`config.mk`:
```
export PLATFORM = sky130hd
export DESIGN_NAME = fc_act_stream
export DESIGN_NICKNAME = d
export VERILOG_FILES = /design/src/rtl/fc_act_stream.sv
export SDC_FILE = /design/constraint.sdc
export NUM_CORES = 1
export LEC_CHECK = 0
export ABC_AREA = 1
export CAP_MARGIN = 20
export CORE_MARGIN = 1
export CORE_UTILIZATION = 55
export CTS_CLUSTER_DIAMETER = 150
export DETAILED_ROUTE_END_ITERATION = 8
export GPL_TIMING_DRIVEN = 0
export PLACE_DENSITY = 0.91
export SYNTH_ARGS = -nofsm -noshare
export SYNTH_HDL_FRONTEND = slang
export SYNTH_SLANG_ARGS = --single-unit
```
`constraint.sdc`:
```
create_clock -name clk -period 3.6 [get_ports clk]
set_input_delay 0.72 -clock clk [delete_from_list [all_inputs] [get_ports clk]]
set_output_delay 0.72 -clock clk [all_outputs]
set_load 0.02 [all_outputs]
```
`src/rtl/fc_act_stream.sv`:
```
`default_nettype none
// ============================================================================
// Module   : fc_act_stream
// Purpose  : FC-layer output stage. Reads the CIM output buffers one output
//            neuron at a time and adds the partial sums of all vertical tiles.
//            It then applies the activation, requantises with an arithmetic
//            right shift, saturates the result and streams it into the next
//            layer's input buffer.
// Options  : FC_ACT_RELU_EN  - define for ReLU with an unsigned output.
//            Leave it undefined for identity with a two's-complement output.
// Revision : 1.0  initial release
// ============================================================================
module fc_act_stream #(
    parameter int OUTPUT_NEURONS = 10,
    parameter int XBAR_SIZE      = 512,
    parameter int DATA_SIZE      = 8,
    parameter int V_CIM_TILES    = 2,
    parameter int H_CIM_TILES    = 1,
    parameter int OBUF_DATA_SIZE = 2*DATA_SIZE + $clog2(XBAR_SIZE),
    parameter int SHIFT          = 4,
    localparam int C_ELEMS       = XBAR_SIZE / DATA_SIZE,
    localparam int C_ADDR_W      = (C_ELEMS > 1) ? $clog2(C_ELEMS) : 1
) (
    input  logic                      clk,
    input  logic                      rst,
    input  logic                      i_start,
    input  logic                      i_cim_ready,
    output logic                      o_ready,
    output logic [C_ADDR_W-1:0]       o_cim_rd_addr,
    input  logic [V_CIM_TILES-1:0][H_CIM_TILES-1:0][OBUF_DATA_SIZE-1:0] i_data,
    input  logic                      i_next_ready,
    output logic                      o_we,
    output logic [DATA_SIZE-1:0]      o_data,
    output logic                      o_done
);

    // Accumulator has enough headroom for the tile sum plus the sign bit.
    localparam int C_ACC_W = OBUF_DATA_SIZE + $clog2(V_CIM_TILES) + 1;
    localparam int C_H_W   = (H_CIM_TILES > 1) ? $clog2(H_CIM_TILES) : 1;
    localparam int C_N_W   = (OUTPUT_NEURONS > 1) ? $clog2(OUTPUT_NEURONS) : 1;

    localparam logic [2:0] C_ST_IDLE = 3'd0;
    localparam logic [2:0] C_ST_WAIT = 3'd1;
    localparam logic [2:0] C_ST_SUM  = 3'd2;
    localparam logic [2:0] C_ST_OUT  = 3'd3;
    localparam logic [2:0] C_ST_DONE = 3'd4;

    logic [2:0]                  r_state_q, w_state_d;
    logic [C_N_W-1:0]            r_n_q,     w_n_d;
    logic [C_ADDR_W-1:0]         r_col_q,   w_col_d;
    logic [C_H_W-1:0]            r_h_q,     w_h_d;
    logic [DATA_SIZE-1:0]        r_data_q,  w_data_d;

    logic signed [C_ACC_W-1:0]   w_acc;
    logic signed [C_ACC_W-1:0]   w_shift;
    logic [DATA_SIZE-1:0]        w_sat;
    logic                        w_last;
    logic                        w_accept;
    logic                        w_hs;

    assign w_last   = (r_n_q == C_N_W'(OUTPUT_NEURONS - 1));
    assign w_accept = i_start & i_cim_ready;
    assign w_hs     = (r_state_q == C_ST_OUT) & i_next_ready;

    // State and datapath registers; reset aborts any pass in flight.
    always_ff @(posedge clk) begin
        if (!rst) begin
            r_state_q <= C_ST_IDLE;
            r_n_q     <= '0;
            r_col_q   <= '0;
            r_h_q     <= '0;
            r_data_q  <= '0;
        end else begin
            r_state_q <= w_state_d;
            r_n_q     <= w_n_d;
            r_col_q   <= w_col_d;
            r_h_q     <= w_h_d;
            r_data_q  <= w_data_d;
        end
    end

    // Next-state logic for the read/sum/output sequence.
    always_comb begin
        w_state_d = r_state_q;
        case (r_state_q)
            C_ST_IDLE: if (w_accept) w_state_d = C_ST_WAIT;
            C_ST_WAIT: w_state_d = C_ST_SUM;
            C_ST_SUM:  w_state_d = C_ST_OUT;
            C_ST_OUT:  if (i_next_ready) w_state_d = w_last ? C_ST_DONE : C_ST_WAIT;
            C_ST_DONE: w_state_d = C_ST_IDLE;
            default:   w_state_d = C_ST_IDLE;
        endcase
    end

    // Sum the partial results of every vertical tile for the current column.
    always_comb begin
        w_acc = '0;
        for (int v = 0; v < V_CIM_TILES; v++) begin
            w_acc = w_acc + {{(C_ACC_W-OBUF_DATA_SIZE){i_data[v][r_h_q][OBUF_DATA_SIZE-1]}},
                             i_data[v][r_h_q]};
        end
        w_shift = w_acc >>> SHIFT;
    end

`ifdef FC_ACT_RELU_EN
    localparam logic signed [C_ACC_W-1:0] C_SAT_HI = C_ACC_W'((1 << DATA_SIZE) - 1);

    // ReLU, then clamp to the unsigned output range.
    always_comb begin
        if (w_shift < 0)
            w_sat = '0;
        else if (w_shift > C_SAT_HI)
            w_sat = {DATA_SIZE{1'b1}};
        else
            w_sat = w_shift[DATA_SIZE-1:0];
    end
`else
    localparam logic signed [C_ACC_W-1:0] C_SAT_HI = C_ACC_W'((1 << (DATA_SIZE-1)) - 1);
    localparam logic signed [C_ACC_W-1:0] C_SAT_LO = C_ACC_W'(-(1 << (DATA_SIZE-1)));

    // Identity activation, clamp to the two's-complement output range.
    always_comb begin
        if (w_shift > C_SAT_HI)
            w_sat = {1'b0, {(DATA_SIZE-1){1'b1}}};
        else if (w_shift < C_SAT_LO)
            w_sat = {1'b1, {(DATA_SIZE-1){1'b0}}};
        else
            w_sat = w_shift[DATA_SIZE-1:0];
    end
`endif

    // Counter and output-data updates: clear on start, latch in SUM, advance on handshake.
    always_comb begin
        w_n_d    = r_n_q;
        w_col_d  = r_col_q;
        w_h_d    = r_h_q;
        w_data_d = r_data_q;
        if ((r_state_q == C_ST_IDLE) && w_accept) begin
            w_n_d   = '0;
            w_col_d = '0;
            w_h_d   = '0;
        end
        if (r_state_q == C_ST_SUM) begin
            w_data_d = w_sat;
        end
        if (w_hs && !w_last) begin
            w_n_d = r_n_q + C_N_W'(1);
            if (r_col_q == C_ADDR_W'(C_ELEMS - 1)) begin
                w_col_d = '0;
                w_h_d   = r_h_q + C_H_W'(1);
            end else begin
                w_col_d = r_col_q + C_ADDR_W'(1);
            end
        end
    end

    // State-decoded outputs; the write strobe follows downstream readiness in OUT.
    always_comb begin
        o_ready = (r_state_q == C_ST_IDLE);
        o_we    = w_hs;
        o_done  = (r_state_q == C_ST_DONE);
    end

    assign o_data        = r_data_q;
    assign o_cim_rd_addr = r_col_q;

endmodule
`default_nettype wire

```
==> results of run 1 <==
## registers in the layout, summed over array words and instances (netlist names)
name           count
o_cim_rd_addr      6
o_data             8
r_n_q              4
r_state_q          3
## metrics by stage
stage / total power [W] / instance area (sq um)
finish: 0.0009397 / 3721
global route: 0.001017 / 3721
CTS: 0.0009375 / 3721
detailed placement: 0.0007821 / 3675
global placement: 0.0007690 / 3675
floorplan: 0.0006109 / 2880
## synthesized netlist by cell type, types with 3 or more instances
cell / count
a21oi_1: 32
dfxtp_1: 21
ha_1: 27
inv_1: 85
inv_2: 13
nand2_1: 186
nand2_2: 10
nand3_1: 29
nand3b_1: 6
nand4_1: 5
nor2_1: 64
nor2_2: 5
nor3_1: 5
nor3_2: 3
o21ai_0: 11
xnor2_1: 7
## where the power goes
part | switching [W] | total (W) | internal, W
clock | 0.0000804 | 0.000158 | 0.0000774
combinational | 0.000302 | 0.000520 | 0.000218
sequential | 0.0000108 | 0.000262 | 0.000251
## kinds of logic (layout without fill, tap and decap cells)
| logic type | after synthesis | in the layout | share of synthesized area [%] |
|---|---|---|---|
| xor+xnor | 7 | 7 | 2.129 |
| simple gates | 320 | 320 | 47.78 |
| buf+inv | 102 | 177 | 13.34 |
| flops | 21 | 21 | 14.60 |
| fa+ha+maj | 27 | 27 | 11.73 |
| compound gates | 54 | 54 | 10.43 |
## worst max-delay path, delay by kind of cell
| family | cells | cell delay [ps] |
|---|---|---|
| adder cells (fa/ha/maj) | 1 | 380 |
| buffers and inverters | 1 | 410 |
| AND/OR/NAND/NOR | 17 | 1620 |
## path summary, 6_finish.rpt
| kind | end | slack (ps) | depth (start not counted) |
|---|---|---|---|
| min reg2reg | o_data[7] | 470 | 2 |
| max reg2reg | o_cim_rd_addr[5] | 1650 | 8 |
| min | o_data[7] | 470 | 2 |
| max | o_data[4] | 630 | 19 |
## cell type report
type | count | area share [%]
plain buffers | 2 | 0.2017
clock buffers | 3 | 1.110
clock inverters | 1 | 0.1345
inverters | 100 | 10.12
multi-input cells | 408 | 55.78
flip-flops and latches | 21 | 11.30
well taps | 67 | 2.253
repair buffers | 71 | 19.10
## per-layer routing
| layer | vias to the layer above | GRT usage [%] |
|---|---|---|
| met5 | - | 0 |
| met3 | 12 | 3.523 |
| met1 | 1527 | 34.80 |
| met4 | 0 | 8.386 |
| li1 | 1812 | - |
| met2 | 112 | 52.65 |
==> results.ini, run 1 <==
[run_status]
outcome=finished clean

[worst_hold_path]
hold_path.startpoint=o_data[7]
holdCritPathClass=reg -> reg

[finish]
postLayoutCoreUtil_pct=76.26
finalNonFillerCells=673
antenna_cells=0
layout.cells.most_common=nand2_1
drive_gt1_share_pct=6.601
layout.filler_cells=419
commonest_cells_after_routing_fill_and_taps_aside=186 x nand2_1, 85 x inv_1, 71 x clkdlybuf4s50_1
nNetsFinal=689
area_delta_synth_final_pct=29.19
ff_latch_area_sq_um=420.4
multi_input_comb_area_sq_mm=0.002076

[synthesis]
synth_ff_type=dfxtp_1
syn-mean-instance-area_sq_um=5.424
synthesis.nets=613
synth_cell_types=33
postSynth.asyncResetShare_pct=0
synth-warning-count=0
synth_seq_area_share_pct=14.60
synth_enable_flop_cells=0
yosys_register_bits=21
netlist_instances=531
synth_top_cells_by_area=nand2_1 24%, dfxtp_1 15%, ha_1 12%, inv_1 11%, nor2_1 8.3%
netlist.top_cell.by_area=nand2_1
synth_largest_type_area_fraction_pct=24.24
post_synth_instance_area_sq_mm=0.002880

[timing]
period_needed_ps=2970
setup_violations=0
timing.final.ws_setup_ps=630.5
finalHoldWorstSlack_ps=469.8
max_slew_margin_pct=73.35
setup_tns_ps=0
maxClockFrequency_mhz=336.8
worst-slew-pin-transition_ps=399.7
final_min_period_over_clock_period_pct=82.49
slew_viol_final=0
report.final.hold_viol_count=0
grt_setup_unrepaired=no
final.setup_skew_ps=1.504

[placed_design]
place_ws_ps=397.1
routabilityCongestion=0.9530
io_buffers=71
post-dp-hpwl_microns=6340
place_inst=669

[detailed_routing]
via_per_inst=5.146
detail_route.wl_per_cell_microns=11.00
vias=3463
detailedRoute.firstIterationViolations=188
detail-route-antenna-nets=0
met2_wirelength_microns=3647
dr.pass1.iters=5
detailroute.wirelength.met3_microns=432
route.layer.met1.wl_microns=3203
drc_viols=0
route.final.wire_length_microns=7400
top_signal_layer_used=met4

[grt]
global_route_wire_length_before_repair_microns=12690
grt_antenna_before_repair=0
grt_usage_pct=28.71
vias_in_the_first_global_route=3176
pin_count_of_the_biggest_net_entering_global_routing=13
grt-ovfl-total=0

[cts]
cts_num_sinks=21
cts_root_buf=clkbuf_8
tritoncts_clock_tree=built
cts_post_setup_buffers_inserted=0
cts_hold_buffers=0
cts.clk_slew.worst_paths_ps=80
cts.repair.resized=0
worst_skew_pair.late_latency_ps=270
cts_max_level=1
clock_path_buffers=2
cts_inserted_buffers=3

[worst_setup_path]
r2r-start=r_state_q[0]
crit_path_category=in -> reg
worst_stage_delay_on_the_critical_path_ps=410
timing.critical_path.from_type=primary input
timing.critical_path.mode_cell=nand2_1
kind_of_end_point_of_the_critical_path=flop
worst_path_max_delay_cell=clkdlybuf4s50_1
cp.arrival_ps=3130
worst-path-max-fanout=7
critical_path.startpoint=i_data[30]
path_cells=clkdlybuf4s50_1, ha_1, nand2_2, nor2_2, nand2_1, nand2_1, nand2_1, nand2_2, nand2_1, nand2_1, nand2_1, nor2_1, nand3_1, nor2_1, nand2_1, nand2_1, nand2_2, nor2_1, nor2_1
required_ps=3760

[die]
die_h_microns=74.37
pin_count=72
start_util_pct=59.03
die_area_sq_mm=0.005530
die_w_microns=74.37
placeableCoreArea_sq_mm=0.004880
rows=25

[pwr]
power.density_mw_per_mm2=252.5
irDropWorstVdd_v=0.0001335
power.leakage_nw=1.902

[job]
max_cap_viols=0

Power figures use the tool's default switching activity.
==> run 2, diff against run 1 <==
--- a/config.mk
+++ b/config.mk
@@ -8,11 +8,11 @@
 export ABC_AREA = 1
 export CAP_MARGIN = 20
 export CORE_MARGIN = 1
-export CORE_UTILIZATION = 55
+export CORE_UTILIZATION = 46
 export CTS_CLUSTER_DIAMETER = 150
 export DETAILED_ROUTE_END_ITERATION = 8
 export GPL_TIMING_DRIVEN = 0
-export PLACE_DENSITY = 0.91
+export PLACE_DENSITY = 0.81
 export SYNTH_ARGS = -nofsm -noshare
 export SYNTH_HDL_FRONTEND = slang
 export SYNTH_SLANG_ARGS = --single-unit
==> constraint.sdc (replaced) <==
create_clock -name clk -period 2.4 [get_ports clk]
set_input_delay 0.48 -clock clk [delete_from_list [all_inputs] [get_ports clk]]
set_output_delay 0.48 -clock clk [all_outputs]
set_load 0.02 [all_outputs]
==> results.ini, run 2 (same netlist as run 1, synthesis figures left out) <==
[timing]
final.setup_skew_ps=6.100
finalHoldWorstSlack_ps=474.9
setup_violations=0
slew_viol_final=0
maxClockFrequency_mhz=418.3
max_slew_margin_pct=73.25
report.final.hold_viol_count=0
worst-slew-pin-transition_ps=398.3
setup_tns_ps=0
final_min_period_over_clock_period_pct=99.61
period_needed_ps=2391
timing.final.ws_setup_ps=9.273

[pwr]
irDropWorstVdd_v=0.0003244
psw_w=0.0008327
seq_power_share_pct=21.5
share_of_total_power_in_the_clock_network_pct=12.6
cell_internal_pwr_w=0.0009989
power.share.combinational_pct=65.9
switching_part_of_the_total_power_pct=45.46
power.density_mw_per_mm2=384.3
power.leakage_nw=2.310

[grt]
global_route_wire_length_before_repair_microns=15220
grt-ovfl-total=0
grt_antenna_before_repair=0
pin_count_of_the_biggest_net_entering_global_routing=13
grt_usage_pct=28.95
vias_in_the_first_global_route=3516

[detailed_routing]
drc_viols=0
via_per_inst=5.606
dr.pass1.iters=5
route.final.wire_length_microns=11460
vias=4014
detail-route-antenna-nets=0
detail_route.wl_per_cell_microns=16.01
detailedRoute.firstIterationViolations=236

[finish]
commonest_cells_after_routing_fill_and_taps_aside=113 x nand2_1, 73 x inv_1, 63 x nand2_2
antenna_cells=0
layout.cells.most_common=nand2_1
finalNonFillerCells=716
layout.filler_cells=396
multi_input_comb_area_sq_mm=0.002983
nNetsFinal=724
drive_gt1_share_pct=41.50
ff_latch_area_sq_um=420.4
largest_reg_flops=8
area_delta_synth_final_pct=65.46

[placed_design]
post-dp-hpwl_microns=6513
place_inst=677
io_buffers=71
place_ws_ps=-616.7
routabilityCongestion=0.9070

[cts]
cts_inserted_buffers=3
tritoncts_clock_tree=built
cts_max_level=1
worst_skew_pair.late_latency_ps=260
cts_root_buf=clkbuf_8
cts_num_sinks=21
clock_path_buffers=2
cts.clk_slew.worst_paths_ps=80

[die]
die_w_microns=81.13
placeableCoreArea_sq_mm=0.005991
die_area_sq_mm=0.006582
pin_count=72
start_util_pct=48.08
rows=28
die_h_microns=81.13

[worst_hold_path]
hold_path.startpoint=r_n_q[3]
hold_path_depth=1
holdCritPathClass=reg -> reg
hold_end=r_n_q[3]

[worst_setup_path]
worst-path-max-fanout=7
crit_path_category=in -> reg
worst_stage_delay_on_the_critical_path_ps=290
worst_path_max_delay_cell=ha_4
timing.critical_path.from_type=primary input
reg2reg_setup_slack_ps=490
r2r-start=r_n_q[1]
cp.arrival_ps=2590
kind_of_end_point_of_the_critical_path=flop
path_cells=dlygate4sd2_1, ha_4, buf_4, nand2_1, nor2_2, nand2_1, inv_1, nand2_1, nand3b_1, nand3_1, nor2_2, nand3_4, a21oi_1, nor2_2, nor2_1
worstRegToRegCells=10
required_ps=2600
regToRegEndpoint=o_cim_rd_addr[3]

[job]
max_cap_viols=0

[run_status]
outcome=finished clean

## run 2: cell count changes in the layout (fill, tap and decap cells not counted), sizes merged
cell | previous run | this run
dlygate4sd2 | 0 | 15
dlymetal6s2s | 0 | 4
clkdlybuf4s15 | 0 | 2
clkdlybuf4s50 | 71 | 21
clkbuf | 5 | 32
buf | 0 | 37
## run 2: critical path, delay by kind of cell
kind | cells | cell delay, ps
simple gates | 10 | 1150
compound gates | 1 | 200
fa+ha+maj | 1 | 290
buf+inv | 3 | 470
## run 2: final cells by class
type                       count  share of cell area (%)
buffer                         2                  0.1575
clock buffer                   3                  0.8664
clock inverter                 1                  0.1050
inverter                     100                   8.086
multi-input combinational    408                   62.59
sequential                    21                   8.821
tap                           75                   1.969
timing repair buffer         106                   17.41
## run 2: power groups by stage
stage          Sequential (W)  Combinational (W)  Clock, W
3_5_place_dp         0.000401           0.000776         0
2_1_floorplan        0.000423           0.000493         0
4_1_cts              0.000393           0.000950  0.000231
5_1_grt              0.000396            0.00129  0.000245
3_3_place_gp         0.000399           0.000761         0
6_report             0.000394            0.00121  0.000231
## run 2: how the worst max path moves through the flow
stage	end	cells after the start	from
global placement	o_data[5]	19	i_data[5]
global route	o_data[0]	15	i_data[17]
finish	o_data[1]	15	i_data[17]
detailed placement	o_data[5]	19	i_data[12]
CTS	o_data[5]	19	i_data[12]
floorplan	o_data[0]	18	i_data[4]
## run 2: layer usage
layer	up-vias	share of wire [%]	GRT usage, %	wire, microns
met5	-	0	0	0
met4	0	4.9	8.214	567
met3	55	6.8	1.573	780
met2	243	51	55.46	5833
met1	1834	37	34.27	4279
li1	1882	-	-	-
## run 2: metrics by stage
stage | area [sq um] | power, W | utilization [%]
after floorplan | 2880 | 0.0009163 | -
after global placement | 3685 | 0.001160 | 61.51
after detailed placement | 3685 | 0.001177 | 61.51
after CTS | 4347 | 0.001575 | 72.56
after global routing | 4766 | 0.001931 | 79.55
final | 4766 | 0.001832 | 79.55
## run 2: timing repair
action | 4_1_cts | 5_1_grt
hold buffers | 0 | 0
buffers inserted | 22 | 13
endpoints found under the setup margin | 7 | 7
resized for setup | 142 | 186
pin swaps | 67 | 100
